<file path="src/rtl/instr_encoder.sv">
`default_nettype none
// ============================================================================
// instr_encoder : packs RV32 instruction fields into 32-bit words behind a
//                 one-stage valid/ready register, tagging each with a PC.
//                 Optional macro IMM_RANGE_CHECK_EN adds immediate range checks.
// Revision      : 1.0
// ============================================================================

`ifndef WORD_SIZE
`define WORD_SIZE 32
`endif
`ifndef ARCH_REG_INDEX_SIZE
`define ARCH_REG_INDEX_SIZE 5
`endif

module instr_encoder #(
    parameter logic [31:0] BASE_PC = 32'h0000_0200,
    parameter int unsigned PC_STEP = 4
) (
    input  logic                            clk,
    input  logic                            reset_n,
    input  logic                            clear,
    input  logic                            in_valid,
    output logic                            in_ready,
    input  logic [2:0]                      in_fmt,
    input  logic [6:0]                      in_opcode,
    input  logic [2:0]                      in_funct3,
    input  logic [6:0]                      in_funct7,
    input  logic [`ARCH_REG_INDEX_SIZE-1:0] in_rd,
    input  logic [`ARCH_REG_INDEX_SIZE-1:0] in_rs1,
    input  logic [`ARCH_REG_INDEX_SIZE-1:0] in_rs2,
    input  logic [`WORD_SIZE-1:0]           in_imm,
    output logic                            out_valid,
    input  logic                            out_ready,
    output logic [`WORD_SIZE-1:0]           out_instr,
    output logic [`WORD_SIZE-1:0]           out_pc,
    output logic                            out_err,
    output logic [15:0]                     out_count
);

    localparam logic [2:0]  FMT_R     = 3'd0;
    localparam logic [2:0]  FMT_I     = 3'd1;
    localparam logic [2:0]  FMT_S     = 3'd2;
    localparam logic [2:0]  FMT_B     = 3'd3;
    localparam logic [2:0]  FMT_U     = 3'd4;
    localparam logic [2:0]  FMT_J     = 3'd5;
    localparam logic [31:0] NOP_INSTR = 32'h0000_0013;
    localparam logic [31:0] PC_INC    = 32'(PC_STEP);

    logic        valid_q, valid_d;
    logic [31:0] instr_q, instr_d;
    logic [31:0] pc_q,    pc_d;
    logic        err_q,   err_d;
    logic [15:0] count_q, count_d;

    logic [31:0] enc_instr;
    logic        fmt_err;
    logic        imm_err;
    logic        accept;
    logic        handshake;

    always_comb begin
        enc_instr = NOP_INSTR;
        fmt_err   = 1'b0;
        case (in_fmt)
            FMT_R: enc_instr = {in_funct7, in_rs2, in_rs1, in_funct3, in_rd, in_opcode};
            FMT_I: enc_instr = {in_imm[11:0], in_rs1, in_funct3, in_rd, in_opcode};
            FMT_S: enc_instr = {in_imm[11:5], in_rs2, in_rs1, in_funct3,
                                in_imm[4:0], in_opcode};
            FMT_B: enc_instr = {in_imm[12], in_imm[10:5], in_rs2, in_rs1, in_funct3,
                                in_imm[4:1], in_imm[11], in_opcode};
            FMT_U: enc_instr = {in_imm[31:12], in_rd, in_opcode};
            FMT_J: enc_instr = {in_imm[20], in_imm[10:1], in_imm[11], in_imm[19:12],
                                in_rd, in_opcode};
            default: begin
                enc_instr = NOP_INSTR;
                fmt_err   = 1'b1;
            end
        endcase
    end

`ifdef IMM_RANGE_CHECK_EN
    // An immediate fits when every bit above its sign bit equals the sign bit.
    always_comb begin
        imm_err = 1'b0;
        case (in_fmt)
            FMT_I, FMT_S: imm_err = !((&in_imm[31:11]) || !(|in_imm[31:11]));
            FMT_B:        imm_err = !((&in_imm[31:12]) || !(|in_imm[31:12])) || in_imm[0];
            FMT_J:        imm_err = !((&in_imm[31:20]) || !(|in_imm[31:20])) || in_imm[0];
            FMT_U:        imm_err = |in_imm[11:0];
            default:      imm_err = 1'b0;
        endcase
    end
`else
    assign imm_err = 1'b0;
`endif

    assign in_ready  = (!valid_q || out_ready) && !clear;
    assign accept    = in_valid && in_ready;
    assign handshake = valid_q && out_ready;

    always_comb begin
        valid_d = valid_q;
        instr_d = instr_q;
        pc_d    = pc_q;
        err_d   = err_q;
        count_d = count_q;
        if (clear) begin
            valid_d = 1'b0;
            instr_d = '0;
            err_d   = 1'b0;
            pc_d    = BASE_PC;
            count_d = '0;
        end else begin
            // PC advances when a word leaves, so it always names the presented word.
            if (handshake) begin
                valid_d = 1'b0;
                pc_d    = pc_q + PC_INC;
                if (count_q != 16'hFFFF) begin
                    count_d = count_q + 16'd1;
                end
            end
            if (accept) begin
                valid_d = 1'b1;
                instr_d = enc_instr;
                err_d   = fmt_err || imm_err;
            end
        end
    end

    always_ff @(posedge clk or negedge reset_n) begin
        if (!reset_n) begin
            valid_q <= 1'b0;
            instr_q <= '0;
            pc_q    <= BASE_PC;
            err_q   <= 1'b0;
            count_q <= '0;
        end else begin
            valid_q <= valid_d;
            instr_q <= instr_d;
            pc_q    <= pc_d;
            err_q   <= err_d;
            count_q <= count_d;
        end
    end

    assign out_valid = valid_q;
    assign out_instr = instr_q;
    assign out_pc    = pc_q;
    assign out_err   = err_q;
    assign out_count = count_q;

endmodule

`default_nettype wire

</file>
<file path="config.mk">
export PLATFORM = sky130hd
export DESIGN_NAME = instr_encoder
export DESIGN_NICKNAME = d
export VERILOG_FILES = /design/src/rtl/instr_encoder.sv
export SDC_FILE = /design/constraint.sdc
export NUM_CORES = 1
export LEC_CHECK = 0
export CORE_MARGIN = 8
export CORE_UTILIZATION = 41
export CTS_CLUSTER_DIAMETER = 60
export CTS_CLUSTER_SIZE = 10
export DETAILED_ROUTE_END_ITERATION = 16
export GPL_TIMING_DRIVEN = 0
export PLACE_DENSITY = 0.77
export SETUP_SLACK_MARGIN = 0.05
export SLEW_MARGIN = 20
export SYNTH_ARGS = -nofsm -noshare
export SYNTH_HDL_FRONTEND = slang
export SYNTH_SLANG_ARGS = --single-unit
</file>
<file path="constraint.sdc">
create_clock -name clk -period 1.85 [get_ports clk]
set_input_delay 0.37 -clock clk [delete_from_list [all_inputs] [get_ports clk]]
set_output_delay 0.37 -clock clk [all_outputs]
set_load 0.01 [all_outputs]
</file>
==> Yosys cells after proc, flatten, opt, wreduce, memory -nomap -nowiden <==
Index checks and enable logic that the tools add are counted.
W data, S select, Z words.
{ "word_totals": {"ff_bits": 82, "in_bits": 72, "out_inout_bits": 83, "elab_cells": 40} }
{ "op_classes": {"n_addsub": 2, "eq_ne": 6, "mux": 14, "reduce_logical": 13} }
{ "op_table": {"columns": ["op", "n"], "rows": [
  ["$pmux W32 S6", 1],
  ["$mux W32", 4],
  ["$mux W16", 3],
  ["$add A32 B3 Y32 const B", 1],
  ["$add A16 B1 Y16 const B", 1],
  ["$ne A16 B16 Y1 const B", 1],
  ["$eq A3 B2 Y1 const B", 2],
  ["$eq A3 B3 Y1 const B", 2],
  ["$mux W1", 6],
  ["$reduce_bool A2 Y1", 3],
  ["$reduce_or A6 Y1", 1],
  ["$eq A3 B1 Y1 const B", 1],
  ["$logic_and A1 B1 Y1", 3],
  ["$logic_not A3 Y1", 1],
  ["$reduce_bool A3 Y1", 1],
  ["$logic_not A1 Y1", 2],
  ["$reduce_and A2 Y1", 1],
  ["$logic_or A1 B1 Y1", 1]
]} }

==> Logic depth before layout (Yosys ltp) <==
{ "logic_depth": {"ltp_word": 6, "ltp_mapped": 7, "ltp_nobuf": 5} }

==> Least setup slack after synthesis <==
Ideal clock, no wire load.
{ "synth_timing": {"path_type": "flip-flop to flip-flop", "from": "reg count_q[0] (netlist: out_count[0])", "to": "reg count_q[1] (netlist: out_count[1])", "setup_ns": 0.132, "arrival_ns": 1.769, "required_ns": 1.718, "slack_ns": -0.051, "path_stages_with_launch": 8, "n_path_buf": 2, "period_less_slack_ns": 1.901, "path_cell_list": "dfrtp_1 ha_1 nand4_1 o41ai_2 buf_4 buf_4 mux2i_1 nor2_1"} }
{ "synth_between": {"elab_chain_len": 4, "elab_cells_between_ends": 7, "cone_classes": "add/sub: 1; eq/ne: 1; mux: 3; reduce/logical: 2"} }
{ "synth_rtl": {"columns": ["item", "line_no", "text"], "rows": [
  ["start, declared", "54", "logic [15:0] count_q, count_d;"],
  ["start signal, assigned", "143", "count_q <= count_d;"],
  ["$add A16 B1 Y16", "120", "count_d = count_q + 16'd1;"],
  ["$mux W16", "119", "if (count_q != 16'hFFFF) begin"],
  ["$mux W16", "116", "if (handshake) begin"],
  ["$mux W16", "108", "if (clear) begin"]
]} }
Several ways; a longest one is shown, not always the timed one. The select of a mux whose other input is x is not followed.
A chain may end at the register's enable or synchronous reset.

==> Worst setup path in the final report <==
{ "layout_timing": {"from": "reg pc_q[28] (netlist: out_pc[28])", "to": "reg pc_q[30] (netlist: out_pc[30])"} }
{ "layout_between": {"elab_chain_len": 3} }
{ "layout_rtl": {"columns": ["item", "line_no", "text"], "rows": [
  ["start, declared", "52", "logic [31:0] pc_q, pc_d;"],
  ["start signal, assigned", "141", "pc_q <= pc_d;"],
  ["$add A32 B3 Y32", "118", "pc_d = pc_q + PC_INC;"],
  ["$mux W32", "116", null],
  ["$mux W32", "108", null]
]} }
No other way between the ends. The select of a mux whose other input is x is not followed.

==> summary.md <==
| Metric | Value |
|---|---|
| Number of port buffers | 150 |
| CP Max Fanout | 6 |
| Global-route wire length before repair | about 24,000 um |
| Switch share | 26.69% |
| Sequential Power Share | 48.7% |
| CTS tree | yes |
| TritonRoute pass-1 iters | 6 |
| Internal Power | 2.761 mW |
| FP Rows | 37 |
| CP required | 2.07 ns |
| Complex-gate fraction of the synthesized area | 19.39% |
| PD cells | around 560 nW/um2 |
| Routed wire length | 15,360 um |
| Crit path cell chain | nand4_1, or4_4, buf_4, o31ai_1, a21oi_2 |
| Gate power share | 16.9% |
| Iter 0 DRT Violations | 240 |
| H-tree level count | 3 |
| Max-slew headroom | 55.02% |
| Final Wtd Congestion | 0.8837 |
| Clock-pin slew on the worst setup and hold paths | approximately 0.09 ns |
| RSZ-0062 raised after global routing | true |
| Max Freq | roughly 530 MHz |
| Hold path cells | 3 |
| Largest net degree at the start of global routing | 42 |
| WL/cell | 19.01 um |
| Antenna diodes | 0 |
| Mux cell area share after synthesis | around 3.1% |
| Syn_area_per_cell | ~9 um2 |
| Yosys reg bits | 80 |
| GR Overflow Total | 0 |
| P_sw | 1.005 mW |
| R2R Path End | out_pc[30] |
| Status | finished with violations |
| Largest family of logic cells by synthesized area | simple AND/OR/NAND/NOR gates |
| Synth Cell Area | ~4300 um2 |
| Share of cells above drive strength 1 | 17.86% |
| Failing checks | setup timing |
| Leakage | 2.648 nW |
| Clock skew | 0.01489 ns |
| Tmin final | ~1.9 ns |
| Synth Flop Type | dfrtp_1 |
| Via count | 4,722 |
| ANT nets after route | 0 |
| Post-Layout Inst Area | 6758 um2 |
| Actual slew at the worst max-slew pin | 0.6748 ns |
| Nets | ~740 |
| VDD IR max | 0.3060 mV |
| Crit path kind | reg2reg |
| CTS root buf | clkbuf_8 |
| GRT Total Usage | 20.24% |
| DRC violations left | 0 |
| Number of I/O pins | ~160 |
| Final period utilization | 101.6% |
| Antenna violations before repair | 0 |
| Die ar. | 14,090 um2 |
| Critical Path AT | 2.10 ns |
| Min-Delay Endpoint | out_instr[4] |
| Sequential share of the synthesized area | 46.33% |
| Number of synthesized flops with an enable pin | 0 |
| Fin. max-slew vios | 0 |
| Max incr delay on CP | 0.55 ns |
| Worst Setup Slack, final | -0.03035 ns |
| Crit. End Element | flop |
| Max clock buf depth | 2 |
| Placed insts | ~760 |
| FF-to-FF Start | out_pc[28] |
| Area after DPL | 6018 um2 |
| Clock latency at the later pin of the worst-skew pair | 0.36 ns |
| Clock sink count | 80 |
| Core Box Area | 10,280 um2 |
| Initial Utilization | 42.07% |
| Layout overhead on the synthesized area | 56.28% |
| Post-synth cell types | 47 |
| Setup TNS | -0.03035 ns |
| Reg2reg setup slack | -0.03 ns |
| Vias in the first global route | 4,737 |
| Min-delay src | in_fmt[1] |
| Die width | 118.7 um |
| Ys Warns | 0 |
| Type of the worst min-delay path | in2reg |
| Synth Area in Simple Gates | 23.99% |
| Final cell count without fillers | approximately 800 |
| Adder-Cell Fraction of Synth Area | less than 1% |
| Via density | 5.844 |
| Design Power | 3.767 mW |
| Final setup violation count | 1 |
| Slowest-stage cell, CP | or4_4 |
| Max Cap Viol | 0 |
| Final HPWL DP | 11,080 um |
| Startpoint types | flop |
| Reg2reg path depth | 5 |
| Number of CTS-inserted buffers | 9 |
| Post-Synth XOR/XNOR Area | 2.431% |
| Pre-CTS setup slack | -0.9060 ns |
| Gate Count Post-Synth | 475 |
| Clk pwr share | between 30% and 40% |
| Final Hold Viols | 0 |
| Async set-reset flop share out of synthesis | 100.0% |
| Die span in y | around 120 um |
| # fillers | 826 |
-- per-stage QoR --
stage	hold WS (ns)	utilization, %
2_1_floorplan	0.07441	-
3_3_place_gp	0.4922	58.39
3_5_place_dp	0.3874	58.56
4_1_cts	0.4464	62.58
5_1_grt	0.4852	65.75
6_report	0.4553	65.75
-- how the worst max path moves through the flow --
| stage | startpoint | cells past startpoint | to |
|---|---|---|---|
| floorplan | out_pc[2] | 6 | out_pc[24] |
| global placement | reset_n | 1 | out_count[0] |
| detailed placement | clear | 5 | in_ready |
| CTS | out_count[0] | 2 | out_count[0] |
| global route | out_pc[28] | 5 | out_pc[30] |
| finish | out_pc[28] | 5 | out_pc[30] |
-- power groups by stage --
stage / Clock, mW / Sequential [mW] / Combinational (mW)
after floorplan: 0 / 1.89 / 0.196
after global placement: 0 / 1.87 / 0.587
after detailed placement: 0 / 1.87 / 0.598
after CTS: 1.30 / 1.83 / 0.632
after global routing: 1.37 / 1.84 / 0.696
final: 1.30 / 1.83 / 0.638
-- logic make-up after synthesis --
kind of cell | after synthesis
buffers and inverters | 41
AO/OA/AOI/OAI | 140
XOR/XNOR | 12
adder cells (fa/ha/maj) | 2
other | 1
flip-flops | 80
AND/OR/NAND/NOR | 186
multiplexers | 13
-- synthesized netlist by cell type, drive strengths merged, types with 10 or more instances --
| cell type | count | area, um2 |
|---|---|---|
| mux2i | 10 | 100.1 |
| a22oi | 17 | 127.6 |
| clkbuf | 16 | 60.06 |
| nand4 | 14 | 93.84 |
| nor2b | 11 | 68.82 |
| or3 | 10 | 62.56 |
| o21ai | 50 | 250.2 |
| nor2 | 23 | 86.33 |
| nand2 | 30 | 112.6 |
| or4 | 14 | 105.1 |
| buf | 16 | 83.84 |
| o31ai | 13 | 97.59 |
| dfrtp | 79 | 1977 |
| nand3 | 51 | 260.3 |
| a21oi | 44 | 220.2 |
-- metal layers --
metal,GRT usage (%),share of wire [%],vias up
li1,-,-,2173
met1,21.90,38,2291
met2,33.91,49,229
met3,10.47,12,29
met4,6.008,1.9,0
met5,0,0,-
-- worst max-delay path, delay by kind of cell, from the launching register on --
kind,cells,cell delay (ns)
buf+inv,1,0.15
flops,1,0.50
compound gates,2,0.36
simple gates,2,0.73
-- sequential cells by signal, summed over array words and instances, names as in the netlist --
signal     count
out_err        1
out_instr     32
out_pc        30
out_valid      1
out_count     16
-- layout by cell type, fill, tap and decap left out, drive strengths merged, types with 2 or more instances in the layout --
cell type / count
clkdlybuf4s50: 140
dfrtp: 79
nand3: 52
o21ai: 50
buf: 45
a21oi: 44
nand2: 30
clkbuf: 26
nor2: 23
a22oi: 17
nand4: 15
or4: 14
o31ai: 13
nor2b: 11
mux2i: 10
or3: 10
xnor2: 8
nor4: 8
inv: 7
and4: 7
o41ai: 6
dlymetal6s2s: 5
and2: 5
xor2: 4
a22o: 4
and3: 4
mux2: 3
clkinvlp: 3
dlygate4sd2: 3
clkinv: 3
or4b: 3
nand4b: 2
conb: 2
ha: 2
-- cell type report --
class	instances	area (um2)	area share, %
Buffer	32	214.0	3.166
Clock buffer	11	131.4	1.944
Clock inverter	5	57.56	0.8517
Inverter	9	33.78	0.4999
Multi-Input combinational cell	357	2365	34.99
Sequential cell	80	2024	29.96
Tap cell	136	170.2	2.518
Timing Repair Buffer	178	1762	26.07
-- repair_timing --
item                                    4_1_cts  5_1_grt
resized for setup                            37       70
buffers inserted                             12       12
endpoints found under the hold margin         9        0
hold buffers                                  1        0
pin swaps                                     2       12
gates cloned                                  1        3
endpoints found under the setup margin       55       77
No activity file was read; power rests on OpenSTA's default activity.
